$ cat src/rtl/inst_loader_pkg.sv
// rtl/inst_loader_pkg.sv - shared types and constants for the instruction loader
package ldr_pkg;

    typedef enum logic [2:0] {
        IDLE,
        HDR_LO,
        HDR_HI,
        W_LO,
        W_HI,
        CHK,
        DONE,
        ERR
    } ldr_state_t;

    // Bits 7:1 of a word's high byte are reserved and must be zero
    localparam logic [7:0] HI_RSVD_MASK = 8'hFE;

    localparam int LDR_IW = 9;

    function automatic int max_words(input int iw);
        return 1 << iw;
    endfunction

    localparam int MAX_WORDS = max_words(LDR_IW);

endpackage

$ cat src/rtl/inst_loader_if.sv
// rtl/inst_loader_if.sv - byte stream and instruction RAM write bus of the loader
interface inst_loader_if #(
    parameter int IW = 9,
    parameter int DW = 9
);
    logic          byte_valid;
    logic [7:0]    byte_data;
    logic          byte_ready;
    logic          im_wen;
    logic [IW-1:0] im_addr;
    logic [DW-1:0] im_wdata;

    modport master (
        output byte_valid, byte_data,
        input  byte_ready, im_wen, im_addr, im_wdata
    );

    modport slave (
        input  byte_valid, byte_data,
        output byte_ready, im_wen, im_addr, im_wdata
    );
endinterface

$ cat src/rtl/inst_loader.sv
// rtl/inst_loader.sv - assembles 9-bit words from a byte stream and writes instruction RAM
module inst_loader
    import ldr_pkg::*;
#(
    parameter int IW = 9,
    parameter int DW = 9
) (
    input  logic         clk,
    input  logic         reset,
    input  logic         start,
    inst_loader_if.slave bus,
    output logic         core_reset,
    output logic         load_done,
    output logic         err
);

    localparam logic [15:0] MAX_N = 16'(max_words(IW));

    ldr_state_t    r_state;
    ldr_state_t    w_next;
    logic          w_ready;
    logic          w_xfer;
    logic [15:0]   w_cnt_full;
    logic          w_rsvd_bad;
    logic          w_last;

    logic [7:0]    r_chk;
    logic [15:0]   r_cnt;
    logic [IW:0]   r_idx;
    logic [7:0]    r_lo;
    logic          r_wen;
    logic [IW-1:0] r_addr;
    logic [DW-1:0] r_wdata;

    // start wins over a coincident byte, so that byte is never consumed
    assign w_xfer     = bus.byte_valid & w_ready & ~start;
    assign w_cnt_full = {bus.byte_data, r_cnt[7:0]};
    assign w_rsvd_bad = (bus.byte_data & HI_RSVD_MASK) != 8'h00;
    assign w_last     = (16'(r_idx) + 16'd1) == r_cnt;

    always_ff @(posedge clk) begin
        if (reset) begin
            r_state <= IDLE;
        end else begin
            r_state <= w_next;
        end
    end

    always_comb begin
        w_next     = r_state;
        w_ready    = 1'b0;
        core_reset = 1'b1;
        load_done  = 1'b0;
        err        = 1'b0;
        case (r_state)
            IDLE: ;
            HDR_LO: begin
                w_ready = 1'b1;
                if (w_xfer) w_next = HDR_HI;
            end
            HDR_HI: begin
                w_ready = 1'b1;
                if (w_xfer) begin
                    if (w_cnt_full == 16'd0)    w_next = CHK;
                    else if (w_cnt_full > MAX_N) w_next = ERR;
                    else                         w_next = W_LO;
                end
            end
            W_LO: begin
                w_ready = 1'b1;
                if (w_xfer) w_next = W_HI;
            end
            W_HI: begin
                w_ready = 1'b1;
                if (w_xfer) begin
                    if (w_rsvd_bad)  w_next = ERR;
                    else if (w_last) w_next = CHK;
                    else             w_next = W_LO;
                end
            end
            CHK: begin
                w_ready = 1'b1;
                if (w_xfer) w_next = (bus.byte_data == r_chk) ? DONE : ERR;
            end
            DONE: begin
                core_reset = 1'b0;
                load_done  = 1'b1;
            end
            ERR: err = 1'b1;
            default: w_next = IDLE;
        endcase
        if (start) w_next = HDR_LO;
    end

    always_ff @(posedge clk) begin
        if (reset) begin
            r_chk   <= 8'h00;
            r_cnt   <= 16'h0000;
            r_idx   <= '0;
            r_lo    <= 8'h00;
            r_wen   <= 1'b0;
            r_addr  <= '0;
            r_wdata <= '0;
        end else begin
            r_wen <= 1'b0;
            if (start) begin
                r_chk <= 8'h00;
                r_idx <= '0;
            end else if (w_xfer) begin
                if (r_state != CHK) r_chk <= r_chk ^ bus.byte_data;
                case (r_state)
                    HDR_LO: r_cnt[7:0] <= bus.byte_data;
                    HDR_HI: begin
                        r_cnt[15:8] <= bus.byte_data;
                        r_idx       <= '0;
                    end
                    W_LO: r_lo <= bus.byte_data;
                    W_HI: begin
                        if (!w_rsvd_bad) begin
                            r_wen   <= 1'b1;
                            r_addr  <= r_idx[IW-1:0];
                            r_wdata <= {bus.byte_data[0], r_lo};
                            r_idx   <= r_idx + 1'b1;
                        end
                    end
                    default: ;
                endcase
            end
        end
    end

    assign bus.byte_ready = w_ready;
    assign bus.im_wen     = r_wen;
    assign bus.im_addr    = r_addr;
    assign bus.im_wdata   = r_wdata;

endmodule

$ cat src/flat_wrapper.sv
// flat-port wrapper written by rule: the top's interface ports become plain ports
module inst_loader_flat import ldr_pkg::*;
#(
    parameter int IW = 9,
    parameter int DW = 9
)
  (clk, reset, start, core_reset, load_done, err, bus_byte_valid, bus_byte_data, bus_byte_ready, bus_im_wen, bus_im_addr, bus_im_wdata);
  inst_loader_if #(.IW(IW), .DW(DW)) bus_i ();
  input  logic clk;
  input  logic reset;
  input  logic start;
  output logic core_reset;
  output logic load_done;
  output logic err;
  input wire logic [$bits(bus_i.byte_valid)-1:0] bus_byte_valid;
  input wire logic [$bits(bus_i.byte_data)-1:0] bus_byte_data;
  output wire logic [$bits(bus_i.byte_ready)-1:0] bus_byte_ready;
  output wire logic [$bits(bus_i.im_wen)-1:0] bus_im_wen;
  output wire logic [$bits(bus_i.im_addr)-1:0] bus_im_addr;
  output wire logic [$bits(bus_i.im_wdata)-1:0] bus_im_wdata;
  assign bus_i.byte_valid = bus_byte_valid;
  assign bus_i.byte_data = bus_byte_data;
  assign bus_byte_ready = bus_i.byte_ready;
  assign bus_im_wen = bus_i.im_wen;
  assign bus_im_addr = bus_i.im_addr;
  assign bus_im_wdata = bus_i.im_wdata;
  inst_loader #(.IW(IW), .DW(DW)) u_core (.clk(clk), .reset(reset), .start(start), .bus(bus_i), .core_reset(core_reset), .load_done(load_done), .err(err));
endmodule
$ cat config.mk
export PLATFORM = sky130hd
export DESIGN_NAME = inst_loader_flat
export DESIGN_NICKNAME = d
export VERILOG_FILES = /design/src/rtl/inst_loader_pkg.sv /design/src/rtl/inst_loader_if.sv /design/src/rtl/inst_loader.sv /design/src/flat_wrapper.sv
export SDC_FILE = /design/constraint.sdc
export NUM_CORES = 1
export LEC_CHECK = 0
export CAP_MARGIN = 30
export CORE_MARGIN = 5
export CORE_UTILIZATION = 55
export DETAILED_ROUTE_END_ITERATION = 10
export GPL_ROUTABILITY_DRIVEN = 0
export GPL_TIMING_DRIVEN = 0
export PLACE_DENSITY = 0.89
export SYNTH_ARGS = -nofsm -noshare
export SYNTH_HDL_FRONTEND = slang
export SYNTH_SLANG_ARGS = --single-unit
$ cat constraint.sdc
create_clock -name clk -period 2.7 [get_ports clk]
set_clock_uncertainty 0.1 [all_clocks]
set_input_delay 0.54 -clock clk [delete_from_list [all_inputs] [get_ports clk]]
set_output_delay 0.54 -clock clk [all_outputs]
set_load 0.02 [all_outputs]
Yosys cells after proc, flatten, opt, wreduce, memory -nomap -nowiden
Index checks and enable logic that the tools add are counted.
{"block": "word_totals", "word_cells": 76, "inputBits": 12, "ff_bits": 64, "output_inout_bits": 23}
{"block": "classes", "bitwise": 7, "mux": 19, "reduce_logical": 16, "eq_ne": 21, "order_cmp": 1, "addsub": 2}
{"cell": "$mux W3", "n": 9}
{"cell": "$pmux W10 S2", "n": 1}
{"cell": "$eq A16 B16 Y1", "n": 1}
{"cell": "$gt A16 B10 Y1 const B", "n": 1}
{"cell": "$logic_not A16 Y1", "n": 1}
{"cell": "$ne A3 B2 Y1 const B", "n": 5}
{"cell": "$pmux W3 S5", "n": 1}
{"cell": "$eq A3 B3 Y1 const B", "n": 4}
{"cell": "$reduce_and A3 Y1", "n": 4}
{"cell": "$reduce_and A6 Y1", "n": 2}
{"cell": "$add A10 B1 Y11 const B", "n": 1}
{"cell": "$add A10 B1 Y10 const B", "n": 1}
{"cell": "$mux W10", "n": 1}
{"cell": "$ne A2 B1 Y1 const B", "n": 5}
{"cell": "$eq A8 B8 Y1", "n": 1}
{"cell": "$reduce_bool A8 Y1", "n": 1}
{"cell": "$xor A8 B8 Y8", "n": 1}
{"cell": "$mux W1", "n": 7}
{"cell": "$eq A3 B2 Y1 const B", "n": 2}
{"cell": "$reduce_bool A6 Y1", "n": 1}
{"cell": "$reduce_bool A5 Y1", "n": 1}
{"cell": "$reduce_or A5 Y1", "n": 1}
{"cell": "$not A1 Y1", "n": 4}
{"cell": "$reduce_and A4 Y1", "n": 1}
{"cell": "8 further kinds", "n": 9}

Logic depth before layout (Yosys ltp)
Gate-level depths: netlist (run 1).
{"block": "logic_depth", "word_depth": 8, "ltp_mapped": 8, "depth_no_buf": 7}

Worst setup path after synthesis (run 1)
OpenSTA, ideal clock, no wires.
{"block": "synth_path", "path_kind": "register to register", "from": "register u_core.r_idx[0]", "to": "register u_core.r_state[1]", "synth_period_minus_slack_ns": 2.459, "arrival_time_ns": 2.244, "path_slack_ns": 0.241, "setup_time_ns": 0.115, "stages_incl_launch_ff": 8, "t_required_ns": 2.485, "path_buffers": 0, "cell_sequence": "dfxtp_1 > ha_1 > nand3_1 > o21ai_1 > a31oi_1 > or4_1 > or4_1 > o21a_1"}
{"block": "synth_via", "elab_chain_len": 6}
{"item": "start, declared", "line_no": "inst_loader.sv:29", "source": "logic [IW:0] r_idx;"}
{"item": "start signal, assigned", "line_no": "inst_loader.sv:123", "source": "r_idx <= r_idx + 1'b1;"}
{"item": "$add A10 B1 Y11", "line_no": "inst_loader.sv:39", "source": "assign w_last = (16'(r_idx) + 16'd1) == r_cnt;"}
{"item": "$eq A16 B16 Y1", "line_no": "inst_loader.sv:39"}
{"item": "$mux W3", "line_no": "inst_loader.sv:77", "source": "else if (w_last) w_next = CHK;"}
{"item": "$mux W3", "line_no": "inst_loader.sv:76", "source": "if (w_rsvd_bad) w_next = ERR;"}
{"item": "$mux W3", "line_no": "inst_loader.sv:75", "source": "if (w_xfer) begin"}
{"item": "$pmux W3 S5", "line_no": "inst_loader.sv:55", "source": "case (r_state)"}
{"item": "end signal, assigned", "line_no": "inst_loader.sv:45", "source": "r_state <= w_next;"}
{"item": "end, declared", "line_no": "inst_loader.sv:19", "source": "ldr_state_t r_state;"}
No other way between the ends. The select of a mux whose other input is x is not followed.
A chain may end at the register's enable or synchronous reset.

Final worst setup path (run 1)
{"block": "layout_path", "from": "register u_core.r_cnt[15]", "to": "register u_core.r_state[1]"}
{"block": "layout_via", "elab_chain_len": 5}
{"item": "start, declared", "line_no": "inst_loader.sv:28", "source": "logic [15:0] r_cnt;"}
{"item": "start signal, assigned", "line_no": "inst_loader.sv:114", "source": "r_cnt[15:8] <= bus.byte_data;"}
{"item": "$eq A16 B16 Y1", "line_no": "inst_loader.sv:39"}
{"item": "$mux W3", "line_no": "inst_loader.sv:77"}
{"item": "$mux W3", "line_no": "inst_loader.sv:76"}
{"item": "$mux W3", "line_no": "inst_loader.sv:75"}
{"item": "$pmux W3 S5", "line_no": "inst_loader.sv:55"}
No other way between the ends. The select of a mux whose other input is x is not followed.

==> flow_metrics.env, run 1 <==
export IMPL_ys_types=45
export IMPL_synth_edf_count=0
export IMPL_period_needed_ns=2.64
export IMPL_timing_fmax_ghz=0.379
export IMPL_synth_compound_area_share_pct=13.7
export IMPL_holdPathEnd="u_core.bus.im_addr[6]$_SDFFE_PP0P_"
export IMPL_startpoint_type="flop"
export IMPL_arrival_ns=2.79
export IMPL_crit_fanout=2
export IMPL_die_h_microns=84.1
export IMPL_die_w_microns=84.1
export IMPL_power_switching_uw=500
export IMPL_intPower_mw=1.52
export IMPL_clk_pin_slew_ns=0.07
export IMPL_cp_common_cell="or4_1"
export IMPL_drive_above_1_share_pct=9.72
export IMPL_setup_tns_ns=0
export IMPL_synth_simple_gate_area_share_pct=26.6
export IMPL_cts_htree_levels=3
export IMPL_wirelength_microns=8100
export IMPL_antenna_found_initial=0
export IMPL_coreArea_sq_mm=0.00541
export IMPL_combPwrFrac_pct=6.0
export IMPL_cts_made_buffers=9
export IMPL_muxShareOfSynthArea_pct=5.64
export IMPL_reg2reg_depth=6
export IMPL_antenna_left=0
export IMPL_die_area_sq_mm=0.00707
export IMPL_grt_max_degree=14
export IMPL_ys_seq_area_share_pct=42.4
export IMPL_fin_crit_sh_pct=97.7
export IMPL_yosysTopAreaCell="dfxtp_1"
export IMPL_use_met3_pct=5.43
export IMPL_start_util_pct=55.9
export IMPL_hold_violations=0
export IMPL_grt_pass1_wl_microns=13100
export IMPL_synth_ff_latch_count=64
export IMPL_r2r_end="u_core.r_state[1]$_SDFFE_PP0P_"
export IMPL_setup_viol_count_final=0
export IMPL_wl_per_cell_microns=16.4
export IMPL_numClockSinks=64
export IMPL_hp_class="flop to flop"
export IMPL_seqPwrFrac_pct=47.4
export IMPL_dp_hpwl_microns=5430
export IMPL_p_total_mw=2.02
export IMPL_drc=0
export IMPL_ys_async_sr_fraction_pct=0
export IMPL_p_per_area_mw_per_mm2=548
export IMPL_diodes=0
export IMPL_mostFrequentLayoutCells="nand2_1, dfxtp_1, nor2_1"
export IMPL_status="complete, no violations"
export IMPL_setup_worst_path_class="flop to flop"
export IMPL_peakVddDrop_mv=0.432
export IMPL_layout_nets=430
export IMPL_busiest_layer="met2"
export IMPL_syn_area_sq_mm=0.00302
export IMPL_vias_per_cell=5.88
export IMPL_synth_area_leaders="dfxtp_1, nand2_1, a21oi_1"
export IMPL_cts_tree="built"
export IMPL_num_vias=2904
export IMPL_port_buffers=31
export IMPL_grt_util_met1_pct=27.0
export IMPL_rsz0062_at_grt="false"
export IMPL_final_common_cell="nand2_1"
export IMPL_min_from="u_core.bus.im_addr[6]$_SDFFE_PP0P_"
export IMPL_clockBufferDepth=2
export IMPL_maxCapViolations=0
export IMPL_yosys_warnings=0
export IMPL_synth_top_family_by_area="simple AND/OR/NAND/NOR gates"
export IMPL_synth_xor_area_share_pct=7.83
export IMPL_synth_nets=389
export IMPL_slew_headroom_pct=39.3
export IMPL_required_ns=2.85
export IMPL_tightest_slew_ns=0.904
export IMPL_root_buffer="clkbuf_8"
export IMPL_overflow=0
export IMPL_ctsHoldBuffers=0
export IMPL_postSynthAreaPerCell_sq_um=8.03
export IMPL_hold_depth=2
export IMPL_drtIter0Drc=294
export IMPL_io_pins=35
export IMPL_synth_top_area_share_pct=42.4
export IMPL_grt_use_met2_pct=40.6
export IMPL_switching_share_pct=24.7
export IMPL_crit_slowest_cell="or4_1"
export IMPL_slew_violations=0
export IMPL_clock_latency_ns=0.36
export IMPL_placementRows=27
export IMPL_syn2layout_area_growth_pct=22.3
export IMPL_reg2reg_from="u_core.r_cnt[15]$_SDFFE_PP0P_"
export IMPL_max_stage_delay_ns=0.58
export IMPL_drtPass1Iterations=5
export IMPL_synthAdderAreaFrac_pct=0.414
export IMPL_worstPathCellList="or4_1 > nor4_2 > nand2_1 > or4_1 > or4_1 > o21a_1"
export IMPL_hold_slack_ns=0.357
export IMPL_synth_flop_cell="dfxtp_1"
export IMPL_leakagePower_nw=1.26
export IMPL_rrSetupSlack_ns=0.06
export IMPL_track_usage_pct=23.5
export IMPL_grt_pass1_vias=2736
export IMPL_clockPowerShare_pct=46.6
export IMPL_endpoint_kind="flop"
export IMPL_syn_inst=376
what timing repair did:
action / CTS / global route
gates resized for setup: 14 / 7
pin swaps: 0 / 0
endpoints found under the hold margin: 0 / 0
buffers inserted: 0 / 0
endpoints found under the setup margin: 29 / 23
layer usage:
layer | vias to the layer above | routed length, microns
met5 | - | 0
met4 | 0 | 291
met3 | 32 | 504
met2 | 137 | 4050
met1 | 1370 | 3250
li1 | 1365 | -
critical path, delay by kind of cell (launching register included):
family / cells / cell delay [ns]
simple gates: 5 / 1.93
flops: 1 / 0.31
compound gates: 1 / 0.20
synthesized netlist by cell type, types with 2 or more instances:
cell and number:
nand2_1 69, xor2_1 15, a211oi_1 2, o21a_1 2
or2_2 3, nor3b_1 2, inv_1 2, nor4_1 4
and4_1 2, and2_1 2, or3_1 2, a311oi_1 2
o21ai_0 6, dfxtp_1 64, a31oi_1 4, or4_1 4
nor3_1 8, buf_2 4, a21oi_1 36, nor2_1 47
xnor2_1 12, o21ai_1 8, nand3_1 14, nand2b_1 3
and3_1 3, nor3_2 2, a32o_1 2, mux2i_1 17
clkbuf_1 18, nor2b_1 2
sequential cells by signal, summed over array words and instances (netlist names):
name                 cells
u_core.r_chk             8
u_core.r_cnt            16
u_core.r_idx            10
u_core.bus.im_addr       9
u_core.r_state           3
u_core.bus.im_wdata      9
u_core.r_lo              8
u_core.bus.im_wen        1
worst max path at each step:
stage	start	endpoint	slack, ns
2_1_floorplan	u_core.r_idx[0]$_SDFFE_PP0P_	u_core.r_state[1]$_SDFFE_PP0P_	0.24
3_3_place_gp	bus_byte_data[2]	u_core.r_idx[4]$_SDFFE_PP0P_	-0.54
3_5_place_dp	bus_byte_data[7]	u_core.bus.im_wdata[1]$_SDFFE_PP0P_	-0.63
4_1_cts	bus_byte_data[4]	u_core.r_idx[4]$_SDFFE_PP0P_	0.04
5_1_grt	u_core.r_state[2]$_SDFFE_PP0P_	load_done	0.006
6_report	u_core.r_cnt[15]$_SDFFE_PP0P_	u_core.r_state[1]$_SDFFE_PP0P_	0.06
stage by stage:
step	std cells	worst slack [ns]	area, sq um	util, %
floorplan	376	0.241	3020	-
global placement	479	-0.538	3420	63.3
detailed placement	479	-0.633	3420	63.3
CTS	494	0.0378	3680	68.0
global route	494	0.00624	3690	68.3
finish	494	0.0610	3690	68.3
cell type report:
type	instances	area, sq um
clock buffer	9	124
fill	419	1710
multi-input combinational	286	1670
timing repair buffer	31	312
buffer	22	96.3
tap	72	90.1
clock inverter	7	105
sequential	64	1280
inverter	3	11.3
power by group through the flow:
stage / registers, mW / logic (mW) / clock network (mW)
after floorplan: 0.977 / 0.0726 / 0
after global placement: 0.978 / 0.114 / 0
after detailed placement: 0.979 / 0.117 / 0
after CTS: 0.958 / 0.118 / 0.943
after global routing: 0.959 / 0.130 / 0.992
final: 0.958 / 0.121 / 0.943
cell families after synthesis:
| logic type | count (synthesis) |
|---|---|
| fa+ha+maj | 1 |
| buf+inv | 26 |
| flops | 64 |
| simple gates | 173 |
| mux | 17 |
| xor+xnor | 27 |
| compound gates | 68 |
(Power assumes the default switching activity.)
==> run 2, diff against run 1 <==
- CELL_PAD_IN_SITES_DETAIL_PLACEMENT: default -> 0
- CELL_PAD_IN_SITES_GLOBAL_PLACEMENT: default -> 1
- CORE_UTILIZATION: 55 -> 41
- PLACE_DENSITY: 0.89 -> 0.88
==> flow_metrics.env, run 2 (synthesis results as in run 1) <==
export IMPL_overflow=0
export IMPL_port_buffers=31
export IMPL_die_w_microns=95.8
export IMPL_cts_htree_levels=3
export IMPL_grt_pass1_vias=2525
export IMPL_dp_hpwl_microns=5350
export IMPL_cts_tree="built"
export IMPL_clock_latency_ns=0.34
export IMPL_dpl_worst_slack_ns=-0.606
export IMPL_mostFrequentLayoutCells="nand2_1, dfxtp_1, nor2_1"
export IMPL_top_register="u_core.r_cnt"
export IMPL_hp_class="flop to flop"
export IMPL_post_cts_buffers=0
export IMPL_placementRows=31
export IMPL_cts_made_buffers=9
export IMPL_drc=0
export IMPL_diodes=0
export IMPL_drtIter0Drc=171
export IMPL_wl_per_cell_microns=14.6
export IMPL_clk_pin_slew_ns=0.08
export IMPL_worstPathCellList="clkbuf_4 > nand2_1 > or2_2 > inv_1 > clkdlybuf4s50_1"
export IMPL_grt_max_degree=13
export IMPL_endpoint_kind="output port"
export IMPL_slew_headroom_pct=40.2
export IMPL_crit_fanout=10
export IMPL_reg2reg_depth=7
export IMPL_tightest_slew_ns=0.892
export IMPL_setup_worst_path_class="flop to output port"
export IMPL_p_per_area_mw_per_mm2=561
export IMPL_peakVddDrop_mv=0.397
export IMPL_root_buffer="clkbuf_8"
export IMPL_die_h_microns=95.8
export IMPL_final_common_cell="nand2_1"
export IMPL_arrival_ns=1.97
export IMPL_combPwrFrac_pct=5.7
export IMPL_required_ns=2.06
export IMPL_switching_share_pct=23.5
export IMPL_syn2layout_area_growth_pct=24.1
export IMPL_timing_fmax_ghz=0.383
export IMPL_num_vias=2710
export IMPL_fin_crit_sh_pct=96.8
export IMPL_setup_slack_ns=0.0867
export IMPL_antenna_left=0
export IMPL_max_stage_delay_ns=0.60
export IMPL_intPower_mw=1.61
export IMPL_period_needed_ns=2.61
export IMPL_die_area_sq_mm=0.00918
export IMPL_slew_violations=0
export IMPL_startpoint_type="flop"
export IMPL_grt_pass1_wl_microns=12200
export IMPL_status="complete, no violations"
export IMPL_track_usage_pct=17.4
export IMPL_coreArea_sq_mm=0.00721
export IMPL_start_util_pct=41.8
export IMPL_clockBufferDepth=2
export IMPL_vias_per_cell=5.20
export IMPL_numClockSinks=64
export IMPL_wirelength_microns=7610
export IMPL_maxCapViolations=0
export IMPL_hold_depth=2
export IMPL_drtPass1Iterations=4
export IMPL_reg_top3="u_core.r_cnt x16, u_core.r_idx x10"
export IMPL_hold_violations=0
export IMPL_clockPowerShare_pct=48.7
export IMPL_power_switching_uw=493
export IMPL_hold_slack_ns=0.354
export IMPL_antenna_found_initial=0
export IMPL_p_total_mw=2.10
export IMPL_leakagePower_nw=1.26
export IMPL_crit_slowest_cell="clkdlybuf4s50_1"
export IMPL_drive_above_1_share_pct=9.48
export IMPL_ctsHoldBuffers=0
export IMPL_io_pins=35
export IMPL_seqPwrFrac_pct=45.6
export IMPL_layout_nets=430
export IMPL_largest_reg_flops=16
export IMPL_setup_viol_count_final=0
## run 2: per-layer routing
metal,wire (microns),GRT usage [%],vias up
met5,0,0,-
met4,157,7.94,0
met3,251,3.21,15
met2,3600,27.9,49
met1,3600,22.8,1277
li1,-,-,1369
## run 2: timing repair
action | in CTS | in global routing
gates resized for setup | 11 | 9
pin swaps | 0 | 1
setup endpoints to repair | 28 | 29
## run 2: power by group through the flow
stage | Combinational, mW | Clock (mW) | Sequential [mW]
floorplan | 0.0726 | 0 | 0.977
global placement | 0.117 | 0 | 0.978
detailed placement | 0.119 | 0 | 0.979
CTS | 0.119 | 1.04 | 0.957
global route | 0.130 | 1.08 | 0.959
finish | 0.119 | 1.02 | 0.958
## run 2: worst paths after layout
kind                                                          from                                  to  slack (ns)
worst max-delay path                u_core.r_state[2]$_SDFFE_PP0P_                           load_done        0.09
worst min-delay path            u_core.bus.im_addr[6]$_SDFFE_PP0P_  u_core.bus.im_addr[6]$_SDFFE_PP0P_        0.35
worst max register to register        u_core.r_idx[1]$_SDFFE_PP0P_      u_core.r_state[1]$_SDFFE_PP0P_        0.13
worst min register to register  u_core.bus.im_addr[6]$_SDFFE_PP0P_  u_core.bus.im_addr[6]$_SDFFE_PP0P_        0.35
## run 2: metrics by stage
stage / cells / instance area (sq um) / util, % / TNS (ns)
2_1_floorplan: 376 / 3020 / - / 0
3_3_place_gp: 506 / 3450 / 47.9 / -14.17
3_5_place_dp: 506 / 3450 / 47.9 / -14.21
4_1_cts: 521 / 3720 / 51.5 / 0
5_1_grt: 521 / 3750 / 51.9 / -0.00303
6_report: 521 / 3750 / 51.9 / 0
## run 2: final cells by class
cell class	instances	area, sq um
Buffer	22	97.6
Tap cell	99	124
Clock buffer	9	124
Clock inverter	7	119
Multi-Input combinational cell	286	1680
Sequential cell	64	1280
Fill cell	700	3470
Timing Repair Buffer	31	313
Inverter	3	11.3
## run 2: critical path: cells and delay by family, from the launching register on
family	cells	cell delay, ns
buf+inv	3	0.89
flops	1	0.38
simple gates	2	0.36
